==> src/rtl/seg_display_driver.sv <==
// Seven-segment display endpoint: latches a 32-bit CPU write and scans it as
// eight hex digits onto a common-anode, time-multiplexed display.
module seg_display_driver #(
    parameter int SCAN_DIV = 100000
) (
    input  logic        CLK,
    input  logic        RST_N,
    input  logic        SEG_WE,
    input  logic [31:0] SEG_WD,
    output logic [7:0]  AN,
    output logic [7:0]  SEG
);

    localparam int CW = (SCAN_DIV > 1) ? $clog2(SCAN_DIV) : 1;
    localparam logic [CW-1:0] C_LAST = CW'(SCAN_DIV - 1);

    logic [31:0]   v_q, v_d;
    logic [CW-1:0] c_q, c_d;
    logic [2:0]    d_q, d_d;
    logic [7:0]    an_q, an_d;
    logic [7:0]    seg_q, seg_d;
    logic [3:0]    nibble;

    // Write path and scan counter; a write and a digit advance can share an edge.
    always_comb begin
        v_d = v_q;
        c_d = c_q + 1'b1;
        d_d = d_q;
        if (SEG_WE) begin
            v_d = SEG_WD;
        end
        if (c_q == C_LAST) begin
            c_d = '0;
            d_d = d_q + 3'd1;
        end
    end

    // Outputs are built from the registered digit index and value, one cycle behind.
    always_comb begin
        nibble = v_q[{d_q, 2'b00} +: 4];
        an_d   = 8'hFF;
        an_d[d_q] = 1'b0;
        case (nibble)
            4'h0:    seg_d = 8'hC0;
            4'h1:    seg_d = 8'hF9;
            4'h2:    seg_d = 8'hA4;
            4'h3:    seg_d = 8'hB0;
            4'h4:    seg_d = 8'h99;
            4'h5:    seg_d = 8'h92;
            4'h6:    seg_d = 8'h82;
            4'h7:    seg_d = 8'hF8;
            4'h8:    seg_d = 8'h80;
            4'h9:    seg_d = 8'h90;
            4'hA:    seg_d = 8'h88;
            4'hB:    seg_d = 8'h83;
            4'hC:    seg_d = 8'hC6;
            4'hD:    seg_d = 8'hA1;
            4'hE:    seg_d = 8'h86;
            default: seg_d = 8'h8E;
        endcase
    end

    always_ff @(posedge CLK or negedge RST_N) begin
        if (!RST_N) begin
            v_q   <= '0;
            c_q   <= '0;
            d_q   <= '0;
            an_q  <= 8'hFF;
            seg_q <= 8'hFF;
        end else begin
            v_q   <= v_d;
            c_q   <= c_d;
            d_q   <= d_d;
            an_q  <= an_d;
            seg_q <= seg_d;
        end
    end

    assign AN  = an_q;
    assign SEG = seg_q;

endmodule

==> config.mk <==
export PLATFORM = sky130hd
export DESIGN_NAME = seg_display_driver
export DESIGN_NICKNAME = d
export VERILOG_FILES = /design/src/rtl/seg_display_driver.sv
export SDC_FILE = /design/constraint.sdc
export NUM_CORES = 1
export LEC_CHECK = 0
export CORE_MARGIN = 1.5
export CORE_UTILIZATION = 45
export CTS_BUF_LIST = sky130_fd_sc_hd__clkbuf_2
export DETAILED_ROUTE_END_ITERATION = 10
export MAX_ROUTING_LAYER = met4
export PLACE_DENSITY_LB_ADDON = 0.12
export SYNTH_ARGS = -nofsm -noshare
export SYNTH_HDL_FRONTEND = slang
export SYNTH_SLANG_ARGS = --single-unit
export TNS_END_PERCENT = 1
==> constraint.sdc <==
create_clock -name CLK -period 2.6 [get_ports CLK]
set_input_delay 0.52 -clock CLK [delete_from_list [all_inputs] [get_ports CLK]]
set_output_delay 0.52 -clock CLK [all_outputs]
set_load 0.1 [all_outputs]
---- After elaboration in Yosys (flattened, before gate mapping) ----
Memory sizes are Yosys's and may differ from the RTL's. A register that Yosys moved wholly into a read port is not among the register bits.
Index checks and enable logic that the tools add are counted.
cells by class
  $add $sub $neg .......................... 2
  multipliers ............................. 0
  div/mod/pow operators ................... 0
  magnitude comparators ................... 2
  equal/unequal tests ..................... 1
  shift-type cells ........................ 1
  multiplexer cells ....................... 3
  bitwise logic cells ..................... 1
  reduce and logical (&&, ||, !) cells .... 2
operators by type and width
  operator                                                                count
  32-bit by 6-bit variable part select with 4-bit output                  1
  17-bit by 1-bit adder with 17-bit output (second input constant)        1
  17-bit == test (second input constant)                                  1
  17-bit two-way mux                                                      1
  8-bit inverter                                                          1
  3-bit by 4-bit < comparator with 1-bit output (second input constant)   1
  3-bit by 1-bit adder with 3-bit output (second input constant)          1
  1-bit demux with 3-bit select                                           1
  3-bit by 1-bit >= comparator with 1-bit output (second input constant)  1
  1-bit logical AND                                                       1
  1-bit logical NOT                                                       1
  1-bit two-way mux                                                       1
word-level totals
  flip-flop bits (word level) ............. 68
  latch bits .............................. 0
  RAM bits ................................ 0
  ROM bits ................................ 112
  bits of input ports ..................... 35
  output and inout port bits .............. 16
  word-level logic and storage cells ...... 18
  memories kept ........................... 1
memory list
  memory           depth  width  read ports  clocked after Yosys merged registers in  write ports  RTL line  text
  (no name shown)  16     7      1           1                                        0            43        case (nibble)

---- Logic depth before layout (Yosys ltp) ----
  depth after elaboration ................. 5
  mapped depth ............................ 10
  gate-level depth less buffers ........... 8

---- Worst setup path after synthesis ----
Ideal clock, no wire load.
  path kind ............................... register to register
  from .................................... reg d_q[0]
  to ...................................... reg seg_q[6], in the netlist SEG[6]
  library setup time ...................... 79 ps
  data arrival time ....................... 1900 ps
  data required time ...................... 2521 ps
  setup slack ............................. 621 ps
  cell stages (with the launch flop) ...... 10
  buffers on the path ..................... 2
  clock period less this slack ............ 1979 ps
  path through ............................ dfrtp_1 buf_6 buf_2 mux2i_1 nand3_1 nand3_1 inv_1 ha_1 mux2_2 a22o_1
on the way
  word-level cells in the longest chain between the ends .. 1
ends and longest elaborated chain
  what                                                    RTL line  text
  start: declaration                                      19        logic [2:0] d_q, d_d;
  start signal: assignment                                67        d_q <= '0;
  start signal: assignment                                73        d_q <= d_d;
  32-bit by 6-bit variable part select with 4-bit output  40        nibble = v_q[{d_q, 2'b00} +: 4];
  end: declaration                                        21        logic [7:0] seg_q, seg_d;
No other way between the ends.
A chain may end at the register's enable or synchronous reset.

---- Worst setup path after layout ----
Ends and elaborated chain as after synthesis.

==> impl_results.md <==
- CTS tree: built
- Vias per cell: 5.23
- Place WS: 182 ps
- Num CTS Buffers: 9
- IO buf count: 49
- Top_reg_cell synth: dfrtp_1
- Most common library cell in the layout ignoring fill and taps: dfrtp_1
- Clock skew: 28.8 ps
- Row count: 30
- Max clock buf depth: 2
- Slowest-stage cell, CP: dfrtp_2
- Drt first pass iters: 4
- Clk Latency, worst-skew pair: 480 ps
- Fmax: 443 MHz
- Synth Instances: 242
- Hold crit path type: in -> async
- Starting density of the core: 0.461
- Seq cells post-synth: 67
- Fillers: 564
- Gr ovfl total: 0
- GRT Total Usage: 0.177
- RSZ-0062 raised after global routing: no
- Top Ports: 51
- Worst path max stage delay: 600 ps
- Crit path arrival time: 2660 ps
- First-pass GRT wire length: 9.67 mm
- Commonest cells after routing, fill and taps aside: dfrtp_1, mux2_2, clkdlybuf4s50_1
- Final ANT Viol Nets: 0
- Post-Synthesis Mean Instance Area: 12.8 um^2
- Final Critical Period: 2260 ps
- Vias: 1,992
- Die width: 86.0 um
- Sequential area share after synthesis: 0.547
- H-tree levels: 3
- Worst reg-to-reg setup slack: 340 ps
- Synth-to-Final Area Change: 20.8%
- Ys Warns: 0
- Status: completed
- Clock sinks: 67
- FF+latch area: 1700 um^2
- Crit path buf inv count: 2
- Vias in the first global route: 2,010
- Crit path launch type: flip-flop
- Max-slew violations: 0
- WL final: 5.68 mm
- WS Path Type: reg -> reg
- Clock root buffer: clkbuf_2
- Power Density: 573 nW/um^2
- Largest net degree at the start of global routing: 51
- DIE AREA: 7400 um^2
- Setup slack after layout: 345 ps
- Area occupied by multi-input gates: 1310 um^2
- Worst-path cell chain: buf_4 > mux2i_1 > nand3_1 > nand3_1 > inv_1 > ha_1 > mux2_2 > a22o_1
- Syn nets: 285
- Final hold violation count: 0
- DRC Markers: 0
- Crit-path leading delay family: flip-flops
- Diodes inserted: 0
- Iteration-0 DRC Markers: 42
- Reg clk slew, reported paths: 170 ps
- Most frequent CP cell: nand3_1
- Post-CTS setup repair buffer count: 0
- Antenna violations before repair: 0
- Peak VDD IR: 221 uV
- Worst setup EP type: flip-flop
- Netlist cell types: 42
- Nets: 341
- DP Wirelength: 4.04 mm
- Fin crit share: 0.867
- Chip Height: 86.0 um
- Post-synth EDFFs: 0
- CP required: 3010 ps
- Share of flip-flops with an asynchronous set or reset: 1.00
- Core area: 6720 um^2
- Final setup TNS: 0 ps
- Critical Path Fanout Max: 14
- Share of layout cells above drive strength 1: 0.322
- Leakage: 1.61 nW
- Routed len/inst: 14.9 um
- Netlist Area Pre-Place: 3100 um^2
- GP Congestion: 0.825
- Setup violations, final: 0
- MaxCap Viol Count: 0
[synth_stat cells (2+ instances only)]
| cell type | number | share of area |
|---|---|---|
| a21oi_1 | 2 | 0.0032 |
| a22o_1 | 3 | 0.0085 |
| a22oi_1 | 3 | 0.0073 |
| and4_1 | 2 | 0.0057 |
| buf_1 | 3 | 0.0036 |
| buf_2 | 4 | 0.0065 |
| buf_4 | 2 | 0.0048 |
| buf_6 | 2 | 0.0073 |
| dfrtp_1 | 52 | 0.42 |
| dfstp_2 | 15 | 0.13 |
| ha_1 | 8 | 0.032 |
| inv_1 | 6 | 0.0073 |
| mux2_2 | 38 | 0.14 |
| mux2i_1 | 14 | 0.045 |
| mux4_2 | 2 | 0.015 |
| nand2_1 | 16 | 0.019 |
| nand3_1 | 12 | 0.019 |
| nand4_1 | 3 | 0.0061 |
| nor2_1 | 10 | 0.012 |
| nor2b_1 | 3 | 0.0061 |
| nor3_1 | 2 | 0.0032 |
| nor4_1 | 3 | 0.0061 |
| o21ai_0 | 5 | 0.0081 |
| or3_1 | 2 | 0.0040 |
| xnor2_1 | 6 | 0.017 |
| xor2_1 | 8 | 0.023 |
[worst paths after layout]
check                        from      to  cells past startpoint
setup reg to reg           d_q[0]  SEG[6]                      8
hold / removal              RST_N  v_q[4]                      2
setup / recovery           d_q[0]  SEG[6]                      8
min in group CLK           c_q[0]  c_q[0]                      1
hold reg to reg            c_q[0]  c_q[0]                      1
max in group asynchronous   RST_N   AN[3]                      3
[area by class of cell]
| class | instances | area share |
|---|---|---|
| clock buffer | 10 | 0.0134 |
| clock inverter | 4 | 0.0117 |
| inverter | 6 | 0.00601 |
| multi-input combinational | 157 | 0.350 |
| sequential | 67 | 0.453 |
| tap | 80 | 0.0267 |
| timing repair buffer | 57 | 0.140 |
[sequential cells by signal, summed over array words and instances, names as in the netlist]
register  count
d_q           3
SEG           7
v_q          32
AN            8
c_q          17
[routing by layer]
| layer | up-vias | GRT usage | part of all wire |
|---|---|---|---|
| li1 | 966 | - | - |
| met1 | 975 | 0.219 | 0.46 |
| met2 | 43 | 0.271 | 0.47 |
| met3 | 8 | 0.0510 | 0.050 |
| met4 | 0 | 0.0806 | 0.016 |
| met5 | - | - | 0 |
[repair_timing]
action / in CTS / in global routing
resized for setup: 0 / 1
hold endpoints to repair: 10 / 0
endpoints found under the setup margin: 0 / 1
hold buffers: 1 / 0
[worst reg2reg max path: stages (launching register included)]
cell and delay, ps:
dfrtp_2 600, buf_4 240, mux2i_1 220, nand3_1 100, nand3_1 200, inv_1 120, ha_1 260, mux2_2 280
a22o_1 170
[stage by stage]
step | cell area, um^2 | hold WS (ps) | instances | utilization | power, mW
after global placement | 3640 | 475 | 366 | 0.542 | 1.62
after CTS | 3740 | 458 | 381 | 0.557 | 2.18
after floorplan | 3100 | 224 | 242 | - | 1.49
after global routing | 3750 | 462 | 381 | 0.558 | 2.26
final | 3750 | 479 | 381 | 0.558 | 2.15
after detailed placement | 3640 | 474 | 366 | 0.542 | 1.62
[power breakdown]
group	switching, mW	internal, mW
logic	0.266	0.173
registers	0.0318	1.13
clock network	0.341	0.210
[kinds of logic after synthesis]
| kind of cell | share of synthesized area |
|---|---|
| flip-flops | 0.547 |
| XOR/XNOR | 0.0395 |
| other | 0.00121 |
| AO/OA/AOI/OAI | 0.0468 |
| multiplexers | 0.198 |
| AND/OR/NAND/NOR | 0.105 |
| buffers and inverters | 0.0307 |
| adder cells (fa/ha/maj) | 0.0323 |
No activity file was read; power rests on OpenSTA's default activity.
